$ cat src/rtl/div_pkg.sv
// div_pkg: state encoding and constants shared by the divider
package div_pkg;
  typedef enum logic [1:0] {IDLE, CALC, FIX, DONE} state_t;
  localparam int DIV_ITER = 32;
  localparam int CNT_W = 5;
  localparam logic [31:0] DIV0_QUO = 32'hFFFF_FFFF;
endpackage

$ cat src/rtl/div_step.sv
// div_step: one restoring-division iteration producing a quotient bit
module div_step #(
  parameter int WIDTH = 32
) (
  input  logic [WIDTH-1:0] pr,
  input  logic             dvd_msb,
  input  logic [WIDTH-1:0] dvs,
  output logic [WIDTH-1:0] pr_next,
  output logic             q_bit
);
  logic [WIDTH:0] sh, diff;
  always_comb begin
    sh = {pr, dvd_msb};
    diff = sh - {1'b0, dvs};
    q_bit = ~diff[WIDTH];
    pr_next = q_bit ? diff[WIDTH-1:0] : sh[WIDTH-1:0];
  end
endmodule

$ cat src/rtl/div_core.sv
// div_core: multi-cycle radix-2 restoring divider returning {remainder, quotient}
module div_core
  import div_pkg::*;
#(
  parameter int WIDTH = 32
) (
  input  logic               clk,
  input  logic               rst,
  input  logic               start,
  input  logic               cancel,
  input  logic               sign_en,
  input  logic [WIDTH-1:0]   op1,
  input  logic [WIDTH-1:0]   op2,
  output logic               busy,
  output logic               out_valid,
  output logic [2*WIDTH-1:0] out
);
  state_t state, state_n;
  logic [CNT_W-1:0] cnt;
  logic [WIDTH-1:0] pr, dvd, dvs, raw, pr_n, quo, rem;
  logic sgn, neg_a, neg_b, q_bit, go;
  div_step #(.WIDTH(WIDTH)) u_step (
    .pr(pr),
    .dvd_msb(dvd[WIDTH-1]),
    .dvs(dvs),
    .pr_next(pr_n),
    .q_bit(q_bit)
  );
  assign go = state == IDLE && start && !cancel;
  assign busy = state != IDLE;
  assign out_valid = state == DONE;
  always_comb begin
    state_n = cancel ? IDLE :
              state == IDLE ? (start ? CALC : IDLE) :
              state == CALC ? (cnt == CNT_W'(DIV_ITER - 1) ? FIX : CALC) :
              state == FIX ? DONE : IDLE;
    quo = sgn && (neg_a ^ neg_b) ? -dvd : dvd;
    rem = sgn && neg_a ? -pr : pr;
  end
  always_ff @(posedge clk) begin
    if (rst) state <= IDLE;
    else state <= state_n;
  end
  always_ff @(posedge clk) begin
    if (rst) begin
      cnt <= '0;
      pr <= '0;
      dvd <= '0;
      dvs <= '0;
      raw <= '0;
      sgn <= 1'b0;
      neg_a <= 1'b0;
      neg_b <= 1'b0;
      out <= '0;
    end else if (go) begin
      sgn <= sign_en;
      raw <= op1;
      neg_a <= op1[WIDTH-1];
      neg_b <= op2[WIDTH-1];
      dvd <= sign_en && op1[WIDTH-1] ? -op1 : op1;
      dvs <= sign_en && op2[WIDTH-1] ? -op2 : op2;
      cnt <= '0;
      pr <= '0;
    end else if (state == CALC) begin
      pr <= pr_n;
      dvd <= {dvd[WIDTH-2:0], q_bit};
      cnt <= cnt + 1'b1;
    end else if (state == FIX && !cancel) begin
      out <= dvs == '0 ? {raw, DIV0_QUO} : {rem, quo};
    end
  end
endmodule

$ cat config.mk
export PLATFORM = sky130hd
export DESIGN_NAME = div_core
export DESIGN_NICKNAME = d
export VERILOG_FILES = /design/src/rtl/div_pkg.sv /design/src/rtl/div_step.sv /design/src/rtl/div_core.sv
export SDC_FILE = /design/constraint.sdc
export NUM_CORES = 1
export LEC_CHECK = 0
export BUFFER_PORTS_ARGS = -buffer_cell sky130_fd_sc_hd__buf_4
export CORE_ASPECT_RATIO = 0.8
export CORE_MARGIN = 8
export CORE_UTILIZATION = 25
export DETAILED_ROUTE_END_ITERATION = 6
export SLEW_MARGIN = 5
export SYNTH_ARGS = -nofsm -noshare
export SYNTH_HDL_FRONTEND = slang
export SYNTH_HIERARCHICAL = 1
export SYNTH_SLANG_ARGS = --single-unit
$ cat constraint.sdc
create_clock -name clk -period 4.7 [get_ports clk]
set_input_delay 0.47 -clock clk [delete_from_list [all_inputs] [get_ports clk]]
set_output_delay 0.47 -clock clk [all_outputs]
set_load 0.05 [all_outputs]
== Yosys cells after proc, flatten, opt, wreduce, memory -nomap -nowiden ==
Cells that the tools add are included.

* Memories kept: 0
* ROM bits: 0
* Bits in writable memories: 0
* Output and inout port bits: 66
* Latch bits: 0
* Register bits after elaboration: 202
* Bits of input ports: 69

* Multiplexer cells: 13
* Order comparisons: 0
* Eq/ne operators: 4
* Reductions and logical operators: 15
* Multiply operators: 0
* Divide/modulo/power cells: 0
* Bitwise operators: 4
* $add $sub $neg: 6
* Shift operators: 0

{| class="wikitable"
|+ Operators by type and width
! operator !! count
|-
| $mux W32 || 7
|-
| $neg A32 Y32 || 4
|-
| $mux W64 || 1
|-
| $sub A33 B32 Y33 || 1
|-
| $logic_not A32 Y1 || 1
|-
| $mux W2 || 4
|-
| $logic_and A1 B1 Y1 || 7
|-
| $add A5 B1 Y5 const B || 1
|-
| $eq A5 B5 Y1 const B || 1
|-
| $eq A2 B2 Y1 const B || 2
|-
| $reduce_bool A2 Y1 || 2
|-
| $reduce_or A2 Y1 || 2
|-
| $not A1 Y1 || 3
|-
| $reduce_and A3 Y1 || 1
|-
| $eq A2 B1 Y1 const B || 1
|-
| $logic_not A2 Y1 || 1
|-
| $logic_not A1 Y1 || 1
|-
| $mux W1 || 1
|-
| $xor A1 B1 Y1 || 1
|}

== Logic depth before layout (Yosys ltp) ==
* Depth in word-level cells: 5
* Mapped depth: 17

== By module ==
Netlist, hierarchy kept.

{| class="wikitable"
|+ By module, submodules not included
! module !! area each (um^2) !! cells an instance !! times used
|-
| div_core || 10,303.6 || 1,310 || 1
|-
| div_step || 2,317.2 || 309 || 1
|}

== Worst setup path before layout ==
OpenSTA, ideal clock, no wires.

* Kind: reg-to-reg
* Start point: reg dvd[31]
* End point: reg pr[10]
* Path buffers: 2
* Stages on the path, launching flop included: 18
* Slack: 1,410 ps
* Arrival: 3,158 ps
* Period minus slack after synthesis: 3,290 ps
* Library setup time: 132 ps
* Data required time: 4,568 ps
* Path through: dfxtp_1 -> inv_1 -> ha_1 -> fa_1 -> and2b_1 -> o2111ai_2 -> a21oi_2 -> o211ai_2 -> a211oi_4 -> nor2_4 -> mux2i_4 -> and2_4 -> buf_12 -> inv_8 -> buf_12 -> mux2_4 -> nand2_1 -> a21oi_1

* Word-level cells in the longest chain between the ends: 2

{| class="wikitable"
|+ Ends and longest elaborated chain
! what !! line !! source
|-
| from (decl) || div_core.sv:20 || <nowiki>logic [WIDTH-1:0] pr, dvd, dvs, raw, pr_n, quo, rem;</nowiki>
|-
| from (signal assigned) || div_core.sv:60 || <nowiki>dvd <= sign_en && op1[WIDTH-1] ? -op1 : op1;</nowiki>
|-
| from (signal assigned) || div_core.sv:66 || <nowiki>dvd <= {dvd[WIDTH-2:0], q_bit};</nowiki>
|-
| $sub A33 B32 Y33 || div_step.sv:14 || <nowiki>diff = sh - {1'b0, dvs};</nowiki>
|-
| $mux W32 || div_step.sv:16 || <nowiki>pr_next = q_bit ? diff[WIDTH-1:0] : sh[WIDTH-1:0];</nowiki>
|-
| named net pr_n[10] || div_core.sv:20 ||
|-
| to (signal assigned) || div_core.sv:65 || <nowiki>pr <= pr_n;</nowiki>
|-
| to (decl) || div_core.sv:20 ||
|}

The timed path passes the listed nets, and every way through them passes these cells.
A chain may end at the register's enable or synchronous reset.

== Final worst setup path ==
* Start point: reg dvd[31]
* End point: reg pr[16]

Same word-level chain as after synthesis.

==> qor.txt <==
pins over their slew limit = 0
CTS root buf = clkbuf_16
CP arrival = 4.02 ns
Iter 0 DRT Violations = 967
maxcap violations = 0
Clock Sink Count = 201
vias in the first global route = 11700
Reg clk slew, reported paths = 0.06 ns
Primary FF master, synth = dfxtp_1
PortBufs = 134
Switch Pwr = 1.37 mW
clock latency at the later pin of the worst-skew pair = 0.55 ns
shortest period the worst path allows = 3.62 ns
status = completed
kind of critical path = reg2reg
GRT Total Usage = 14.9%
Least-Margin Pin Slew = 1.28 ns
Top delay family on crit path = compound AO/OA/AOI/OAI gates
startpoint types = flip-flop
worst setup margin = 1.08 ns
Setup Skew = 0.0130 ns
sequential area share after synthesis = 31.9%
CP Buf/Inv Count = 2
Hold WS = 0.177 ns
Multi-input gate area = 0.00794 mm²
final hold vios = 0
list of most frequent post-synthesis cells = 237 x nand2_1, 201 x dfxtp_1, 161 x nor2_1
Peak Freq = 277 MHz
Power Density = 308 mW/mm²
Post-route DRC = 0
nets = 1795
Pre-antenna DRT Iters = 6
Max IR drop VDD = 0.248 mV
Placed Cells = 2335
largest net degree at the start of global routing = 76
crit-path max cell delay = 0.41 ns
CTS tree = done
Tcrit/Tclk final = 76.9%
CP cell instances = inv_1 > ha_1 > fa_1 > and2b_1 > o2111ai_2 > a21oi_2 > o211ai_2 > a211oi_4 > nor2_4 > mux2i_4 > and2_4 > inv_8 > mux2_4 > nand2_1 > a21oi_1
top cell type by total area after synthesis = dfxtp_1
cells after synthesis = 1619
Avg Vias per Cell = 5.13
die height = 217 µm
Via Count = 12200
ratio of cells with drive above 1 in the final layout = 14.6%
die width = 267 µm
CP endpoint = pr[16]
post-route ant nets = 0
CP required = 5.11 ns
total gr overflow = 0
Routed wire per std cell = 19.0 µm
pre-CTS WS = 1.15 ns
relative slew slack = 13.7%
gpl congestion = 0.931
Reg2Reg Setup Slack = 1.08 ns
Reg-to-Reg Start = dvd[31]
clock power share = 42.2%
synthesized area per cell = 7.80 µm²
num rows = 73
post-CTS setup buffer count = 0
IO Count = 135
Async SR Flop Fraction = 0%
Fin Setup TNS = 0 ns
hold_buf cts = 0
Net Sw Frac = 29.8%
core area = 0.0498 mm²
synthesized net count = 1727
fillcell total = 5313
top-area cell type share of the netlist area = 31.9%
synth top area cells = dfxtp_1 32%, nand2_1 7.0%, a21oi_1 6.1%
Seq cells post-synth = 201
EDFF count, synth = 0
WP depth = 15
final wirelength = 45.2 mm
CP max-delay cell = fa_1
CP max FO = 24
Mapped Area = 0.0126 mm²
RSZ-0062 raised after global routing = false
Min-Delay Path Class = in2reg
top-count cell post-synth = nand2_1
total CTS buffers = 25
area added between synthesis and finish = 18.5%
sequential share of power = 39.9%
first-pass GRT wire length = 69.5 mm
final setup fails = 0
initial core utilization = 25.4%
critical path startpoint = dvd[31]
register area = 0.00402 mm²
Unique masters post-synth = 83
Crit. End Element = flip-flop
Worst R2R End = pr[16]
Leak = 5.53 nW
Post-DP HPWL = 34.4 mm
internal power = 3.23 mW
CTS max path bufs = 3
Layout Cells excl Fill = 2382
initial antenna violation count = 2
post-CTS sizing = 0
Synth Warn # = 6
H-tree depth = 1
Reg2Reg Depth = 15
Logic pwr share = 17.9%
die area = 0.0580 mm²
## stage by stage
stage	power (mW)	instance area, µm²	util (%)
global route	4.79	14900	30.0
finish	4.60	15000	30.0
detailed placement	2.68	14100	28.4
global placement	2.68	14100	28.4
floorplan	2.43	12600	-
CTS	4.63	14900	30.0
## cell families after synthesis
group / Yosys count / synth area share [%]
buffers and inverters: 162 / 5.43
flip-flops: 201 / 31.9
XOR/XNOR: 140 / 9.72
AND/OR/NAND/NOR: 603 / 22.9
multiplexers: 35 / 3.67
AO/OA/AOI/OAI: 439 / 22.5
adder cells (fa/ha/maj): 39 / 3.93
## final cells by class
cell class	instances	share of cell area, %
diodes	2	0.0335
clock buffers	35	4.90
clock inverters	10	0.603
inverters	59	1.53
multi-input cells	1256	53.1
flip-flops and latches	201	26.9
well taps	675	5.65
repair buffers	144	7.23
## worst min-delay path by stage
stage / start / to / slack, ns / cells after the start
floorplan: raw[11] / raw[11] / 0.43 / 2
global placement: raw[10] / raw[10] / 0.44 / 2
detailed placement: raw[10] / raw[10] / 0.45 / 2
CTS: cancel / state[1] / 0.15 / 2
global route: cancel / state[1] / 0.17 / 2
finish: cancel / state[1] / 0.18 / 2
## per-layer routing
layer	track usage (%)	part of all wire, %	vias up
met5	0	0	-
met4	4.58	2.9	0
li1	-	-	5916
met1	21.3	47	5875
met3	3.30	7.9	67
met2	22.2	42	371
## worst register-to-register path: cells and delay by family, from the launching register on
family          cells  cell delay [ns]
buf+inv             2             0.19
mux                 2             0.67
fa+ha+maj           2             0.61
simple gates        4             0.72
compound gates      5             0.89
flops               1             0.40
## power by group through the flow
stage	combinational (mW)	clock, mW	sequential [mW]
floorplan	0.590	0	1.84
CTS	0.814	1.98	1.83
global placement	0.810	0	1.87
global route	0.904	2.05	1.84
finish	0.825	1.94	1.83
detailed placement	0.810	0	1.87
## placed cells by master (no fill, tap or decap), types with 10 or more instances in the layout
cell       netlist  final
a21o_1          15     15
mux2_4          19     19
xnor2_1         77     77
nand2_1        237    237
inv_1           58     58
mux2i_1         11     11
xor2_1          63     63
o21ai_0         66     66
and3_1          17     17
nand4_1         13     13
dfxtp_1        201    201
nand3b_1        20     20
nor4_1          18     18
a211oi_1        42     42
buf_4            0    144
o31ai_1         28     28
clkbuf_16        0     25
o22ai_1         27     27
or3_1           13     13
nand2b_1        11     10
a21oi_1        153    153
ha_1            38     38
nor3_1          34     34
a31oi_1         17     17
a311oi_1        19     19
nand4b_1        10     10
nand3_1         17     17
o211ai_1        20     20
nor2_1         161    159
## sequential cells by signal (all words and copies together), names as in the netlist
register  flops
dvd          32
raw          32
dvs          32
neg_b         1
out          64
sgn           1
state         2
cnt           5
pr           32
(Power assumes the default switching activity.)
